**src/rtl/sp_rx_pkg.sv**
```systemverilog
// Shared constants and link-state encodings for the receive buffer.
// Optional COM filtering is selected by COM_FILTER_EN (see sp_rx_buffer).
package sp_rx_pkg;

  localparam logic [7:0] COM_CHAR     = 8'hBC;
  localparam int         IDLE_TIMEOUT = 16;

  typedef enum logic [1:0] {
    LS_IDLE   = 2'd0,
    LS_ACTIVE = 2'd1,
    LS_ERROR  = 2'd2
  } link_state_e;

  function automatic logic is_com(input logic [7:0] d);
    return d == COM_CHAR;
  endfunction

endpackage

```
**src/rtl/rx_fifo_mem.sv**
```systemverilog
// DEPTH x 8 storage array with one write port and a registered read port.
// The read register resets to zero; the array itself is not reset.
module rx_fifo_mem #(
  parameter int DEPTH = 8,
  parameter int AW    = $clog2(DEPTH)
) (
  input  logic          clk,
  input  logic          rst_n,
  input  logic          we,
  input  logic [AW-1:0] waddr,
  input  logic [7:0]    wdata,
  input  logic          re,
  input  logic [AW-1:0] raddr,
  output logic [7:0]    rdata
);

  logic [7:0] r_mem [DEPTH];
  logic [7:0] r_rdata;

  always_ff @(posedge clk) begin
    if (we) r_mem[waddr] <= wdata;
  end

  // Read sees the pre-write value when both ports hit the same slot.
  always_ff @(posedge clk or negedge rst_n) begin
    if (!rst_n)  r_rdata <= 8'h00;
    else if (re) r_rdata <= r_mem[raddr];
  end

  assign rdata = r_rdata;

endmodule

```
**src/rtl/sp_rx_buffer.sv**
```systemverilog
// Receive elastic buffer: drops idle words, FIFOs valid bytes, tracks link state.
// Define COM_FILTER_EN to also drop valid COM (8'hBC) characters.
module sp_rx_buffer
  import sp_rx_pkg::*;
#(
  parameter int DEPTH     = 8,
  parameter int AF_THRESH = 6,
  parameter int AE_THRESH = 2
) (
  input  logic       clk2f,
  input  logic       reset_L,
  input  logic [8:0] in_word,
  input  logic       pop,
  input  logic       clr_err,
  output logic [7:0] out_data,
  output logic       out_valid,
  output logic       fifo_full,
  output logic       fifo_empty,
  output logic       almost_full,
  output logic       almost_empty,
  output logic       overflow_err,
  output logic [1:0] link_state
);

  localparam int AW = $clog2(DEPTH);
  localparam int CW = AW + 1;

  logic [AW-1:0] r_wptr;
  logic [AW-1:0] r_rptr;
  logic [CW-1:0] r_count;
  logic [4:0]    r_idle;
  logic          r_ovf;
  logic          r_valid;
  link_state_e   r_state;
  link_state_e   w_nstate;

  logic w_act;
  logic w_push_req;
  logic w_pop;
  logic w_push;
  logic w_ovf;
  logic w_quiet;
  logic w_idle_hit;
  logic w_full;
  logic w_empty;

`ifdef COM_FILTER_EN
  assign w_act = in_word[8] && !is_com(in_word[7:0]);
`else
  assign w_act = in_word[8];
`endif

  assign w_full     = r_count == CW'(DEPTH);
  assign w_empty    = r_count == '0;
  assign w_push_req = w_act && (r_state != LS_ERROR);
  assign w_pop      = pop && !w_empty;
  assign w_push     = w_push_req && (!w_full || w_pop);
  assign w_ovf      = w_push_req && w_full && !w_pop;
  assign w_quiet    = !w_act && w_empty;
  assign w_idle_hit = w_quiet &&
                      (r_idle == 5'(IDLE_TIMEOUT - 1));

  rx_fifo_mem #(.DEPTH(DEPTH), .AW(AW)) u_mem (
    .clk   (clk2f),
    .rst_n (reset_L),
    .we    (w_push),
    .waddr (r_wptr),
    .wdata (in_word[7:0]),
    .re    (w_pop),
    .raddr (r_rptr),
    .rdata (out_data)
  );

  always_ff @(posedge clk2f or negedge reset_L) begin
    if (!reset_L) begin
      r_wptr  <= '0;
      r_rptr  <= '0;
      r_count <= '0;
      r_valid <= 1'b0;
    end else begin
      r_valid <= w_pop;
      if (w_push) r_wptr <= r_wptr + 1'b1;
      if (w_pop)  r_rptr <= r_rptr + 1'b1;
      if (w_push && !w_pop)      r_count <= r_count + 1'b1;
      else if (w_pop && !w_push) r_count <= r_count - 1'b1;
    end
  end

  // Counts consecutive quiet cycles while the link is up.
  always_ff @(posedge clk2f or negedge reset_L) begin
    if (!reset_L)
      r_idle <= '0;
    else if (r_state != LS_ACTIVE || !w_quiet)
      r_idle <= '0;
    else if (!w_idle_hit)
      r_idle <= r_idle + 1'b1;
  end

  always_ff @(posedge clk2f or negedge reset_L) begin
    if (!reset_L) begin
      r_state <= LS_IDLE;
      r_ovf   <= 1'b0;
    end else begin
      r_state <= w_nstate;
      if (w_ovf)
        r_ovf <= 1'b1;
      else if (r_state == LS_ERROR && clr_err)
        r_ovf <= 1'b0;
    end
  end

  always_comb begin
    w_nstate = r_state;
    unique case (r_state)
      LS_IDLE: begin
        if (w_ovf)       w_nstate = LS_ERROR;
        else if (w_push) w_nstate = LS_ACTIVE;
      end
      LS_ACTIVE: begin
        if (w_ovf)           w_nstate = LS_ERROR;
        else if (w_idle_hit) w_nstate = LS_IDLE;
      end
      LS_ERROR: begin
        if (clr_err) w_nstate = LS_IDLE;
      end
      default: w_nstate = LS_IDLE;
    endcase
  end

  assign out_valid    = r_valid;
  assign fifo_full    = w_full;
  assign fifo_empty   = w_empty;
  assign almost_full  = r_count >= CW'(AF_THRESH);
  assign almost_empty = r_count <= CW'(AE_THRESH);
  assign overflow_err = r_ovf;
  assign link_state   = r_state;

endmodule

```
**config.mk**
```make
export PLATFORM = sky130hd
export DESIGN_NAME = sp_rx_buffer
export DESIGN_NICKNAME = d
export VERILOG_FILES = /design/src/rtl/sp_rx_pkg.sv /design/src/rtl/rx_fifo_mem.sv /design/src/rtl/sp_rx_buffer.sv
export SDC_FILE = /design/constraint.sdc
export NUM_CORES = 1
export LEC_CHECK = 0
export CAP_MARGIN = 20
export CORE_ASPECT_RATIO = 1.25
export CORE_UTILIZATION = 45
export CTS_BUF_LIST = sky130_fd_sc_hd__clkbuf_4
export DETAILED_ROUTE_END_ITERATION = 8
export MAX_ROUTING_LAYER = met4
export PLACE_DENSITY_LB_ADDON = 0.08
export SLEW_MARGIN = 25
export SYNTH_ARGS = -nofsm -noshare
export SYNTH_HDL_FRONTEND = slang
export SYNTH_SLANG_ARGS = --single-unit
```
**constraint.sdc**
```tcl
create_clock -name clk2f -period 6.39 [get_ports clk2f]
set_input_delay 0.639 -clock clk2f [delete_from_list [all_inputs] [get_ports clk2f]]
set_output_delay 0.639 -clock clk2f [all_outputs]
set_load 0.01 [all_outputs]
```
==> results by group <==
Clocking
  • Clock buffer depth: 2
  • CTS Buf Count: 9
  • Sink Count: 91
  • Clk_lat worst skew: 0.44 ns
  • Post-CTS Setup Bufs: 0
  • Clock H-tree levels: 3
  • TritonCTS clock tree: done
  • Cts hold-fix bufs: 0
  • Root buffer cell: clkbuf_4
  • Resize count post-CTS: 0
  • Clock-pin transition on the worst setup and hold timing paths: 0.16 ns

Global routing
  • Vias in the first global route: 2,095
  • Largest net degree at the start of global routing: 35
  • Global router's overall resource usage: 17.1%
  • Antenna violations before repair: 0
  • First-pass GRT wire length: 10.9 mm
  • GRT overflow: 0

Pwr
  • Leak: 0.00159 uW
  • Pwr per Cell Area: 409 nW/um^2
  • VDD IR-drop max: 0.187 mV
  • Comb power frac: 35.9%
  • Reg power frac: 48.2%
  • Int Power: 1160 uW
  • Clock Power Share: 15.8%
  • Sw Share: 34.3%
  • P_sw: 605 uW

Floorplanning
  • Die height: 105 um
  • IO Count: 29
  • Starting Density: 46.2%
  • Core Region: 8240 um^2
  • # rows: 37
  • Die Area: 8840 um^2
  • Chip width: 84.3 um

Routing
  • ANT nets after route: 0
  • Drt total wl: 6.52 mm
  • Iter 0 DRT Violations: 142
  • Via/cell ratio: 5.41
  • Routed len/inst: 16.8 um
  • Vias: 2,103
  • Pre-Repair DR Iteration Count: 7
  • # DRC: 10

Min path
  • Tightest Hold Check Type: flop to flop
  • Hold EP: overflow_err
  • Hold path cells: 2
  • Min-delay src: overflow_err

Setup path
  • Critical Path Slowest Stage Cell: nand2b_1
  • R2r endpoint: r_count[3]
  • Reg2Reg Depth: 8
  • FF-to-FF Start: r_count[3]
  • Cell Chain, Critical Path: nor4_2 -> nand2b_1 -> ha_1 -> inv_1 -> ha_1 -> a21o_1 -> a2111oi_0 -> o31ai_1
  • Setup Crit Path Kind: flop to flop
  • Crit path launch type: flop
  • Top delay family on crit path: simple AND/OR/NAND/NOR gates
  • WP buf/inv: 1
  • CP max FO: 20
  • Slowest stage delay, CP: 0.64 ns
  • Most common cell on crit path: ha_1
  • Setup crit end kind: flop
  • Worst path arrival time: 3.52 ns
  • R2R setup slack: 3.20 ns
  • CP required: 6.72 ns

Synthesis
  • Synth Flop Type: edfxtp_1
  • #FFs+latches synth: 91
  • Post-Synthesis Cells: 253
  • Syn Area/Cell: 15.1 um^2
  • Synthesized area: 3810 um^2
  • Netlist cell types: 38
  • FFs w/ async S/R, synth: 29.7%
  • Sequential element share of the synthesized area: 68.2%
  • Yosys warnings: 0
  • Post-synth EDFFs: 64
  • Post-synth net total: 274

Timing
  • Final setup TNS: 0 ns
  • Final Hold Viols: 0
  • Slew Limit Fails: 0
  • Final setup viols: 0
  • Crit share post-route: 49.9%
  • RSZ-0062 raised after global routing: false
  • Slew HR: 39.4%
  • Worst clock skew: 0.0239 ns
  • Minimum clock period: 3.19 ns
  • Maximum clock frequency: 313 MHz
  • Slew @ Worst Pin: 0.906 ns
  • PnR worst setup slack: 3.20 ns

Placement
  • Port-buffer cells: 28
  • HPWL after DPL: 4.47 mm
  • Routability cong.: 0.789
  • Pre-CTS setup slack: 3.05 ns
  • Post-DP Area: 4190 um^2

Cells and area
  • Fin area: 4310 um^2
  • Layout cells sized above 1: 15.4%
  • N_diodes: 0
  • Nets: 308
  • Layout Area Growth over Synthesis: 13.2%

Outcome
  • Outcome: finished with violations
  • Failing checks: design-rule violations

Job
  • Max cap viols: 0
## cell type report
type | count | area, um^2
clock buffers | 9 | 67.6
clock inverters | 7 | 51.3
fillers | 722 | 3930
inverters | 6 | 25.0
multi-input cells | 146 | 1130
flip-flops and latches | 91 | 2600
well taps | 97 | 121
repair buffers | 33 | 318
## sequential cells by signal, indices dropped and copies added, names as in the netlist
signal / flops
r_wptr: 3
u_mem.r_mem: 64
r_count: 4
r_rptr: 3
u_mem.rdata: 8
overflow_err: 1
link_state: 2
out_valid: 1
r_idle: 5
## routing by layer
layer,vias up,track usage [%],part of all wire (%)
met1,1030,22.3,46
met2,38,26.3,49
met5,-,-,0
met3,10,2.37,3.2
met4,0,8.50,2.3
li1,1025,-,-
## logic make-up after synthesis
group                      synth area share [%]
DFF                                        68.2
and+or+nand+nor                            7.75
AOI/OAI and AO/OA                          6.64
muxes                                      10.2
buffers and inverters                      2.37
xor gates and xnor gates                   2.07
adders and majority gates                  2.83
## cell usage in the layout, fill, tap and decap left out, types with 4 or more instances in the layout
master	instances
a221o_1	8
buf_4	5
clkbuf_4	9
clkdlybuf4s50_1	28
dfrtp_1	27
edfxtp_1	64
ha_1	7
inv_1	4
mux2_2	17
mux2i_1	18
nand2_1	22
nand2b_1	5
nor2_1	10
nor3_1	5
o21ai_1	8
o22ai_1	9
xnor2_1	6
## through the flow
| stage | hold WS [ns] | cells | total power [uW] | utilization (%) |
|---|---|---|---|---|
| 2_1_floorplan | 0.343 | 253 | 1290 | - |
| 3_3_place_gp | 0.469 | 373 | 1490 | 50.9 |
| 3_5_place_dp | 0.472 | 373 | 1510 | 50.9 |
| 4_1_cts | 0.503 | 389 | 1790 | 52.3 |
| 5_1_grt | 0.540 | 389 | 1880 | 52.3 |
| 6_report | 0.498 | 389 | 1760 | 52.3 |
## power by group through the flow
stage | Sequential [uW] | Combinational, uW | Clock [uW]
5_1_grt | 871 | 701 | 312
3_3_place_gp | 861 | 633 | 0
3_5_place_dp | 866 | 640 | 0
4_1_cts | 852 | 642 | 293
2_1_floorplan | 862 | 433 | 0
6_report | 851 | 634 | 279
## cells in the mapped netlist (2+ instances only)
cell / count / area share, %
buf_4: 3 / 0.59
a221o_1: 8 / 2.1
edfxtp_1: 64 / 50
a21oi_1: 3 / 0.39
xnor2_1: 6 / 1.4
nor2b_1: 3 / 0.49
clkbuf_1: 2 / 0.20
a21o_1: 3 / 0.59
ha_1: 7 / 2.3
nand3_1: 2 / 0.26
buf_1: 2 / 0.20
nor3_1: 7 / 0.92
buf_6: 2 / 0.59
nand4b_1: 2 / 0.46
mux2_2: 17 / 5.0
xor2_1: 3 / 0.69
nand2_1: 22 / 2.2
mux2i_1: 18 / 4.7
o22ai_1: 9 / 1.5
o21ai_0: 3 / 0.39
nor2_1: 10 / 0.99
inv_1: 4 / 0.39
o21ai_1: 8 / 1.1
nand2b_1: 5 / 0.82
dfrtp_1: 27 / 18
## how the worst max path moves through the flow
stage	from	end	slack (ns)	depth (start not counted)
2_1_floorplan	r_count[2]	r_count[3]	3.75	9
3_3_place_gp	pop	r_count[3]	3.19	8
3_5_place_dp	pop	r_count[3]	3.05	8
4_1_cts	r_count[2]	r_count[3]	3.16	8
5_1_grt	r_count[2]	r_count[3]	2.82	8
6_report	r_count[3]	r_count[3]	3.20	8
## worst min-delay path, stage by stage, from the launching register on
cell     delay, ns
dfrtp_1       0.37
nand2_1       0.05
o21ai_0       0.06
(Power assumes the default switching activity.)
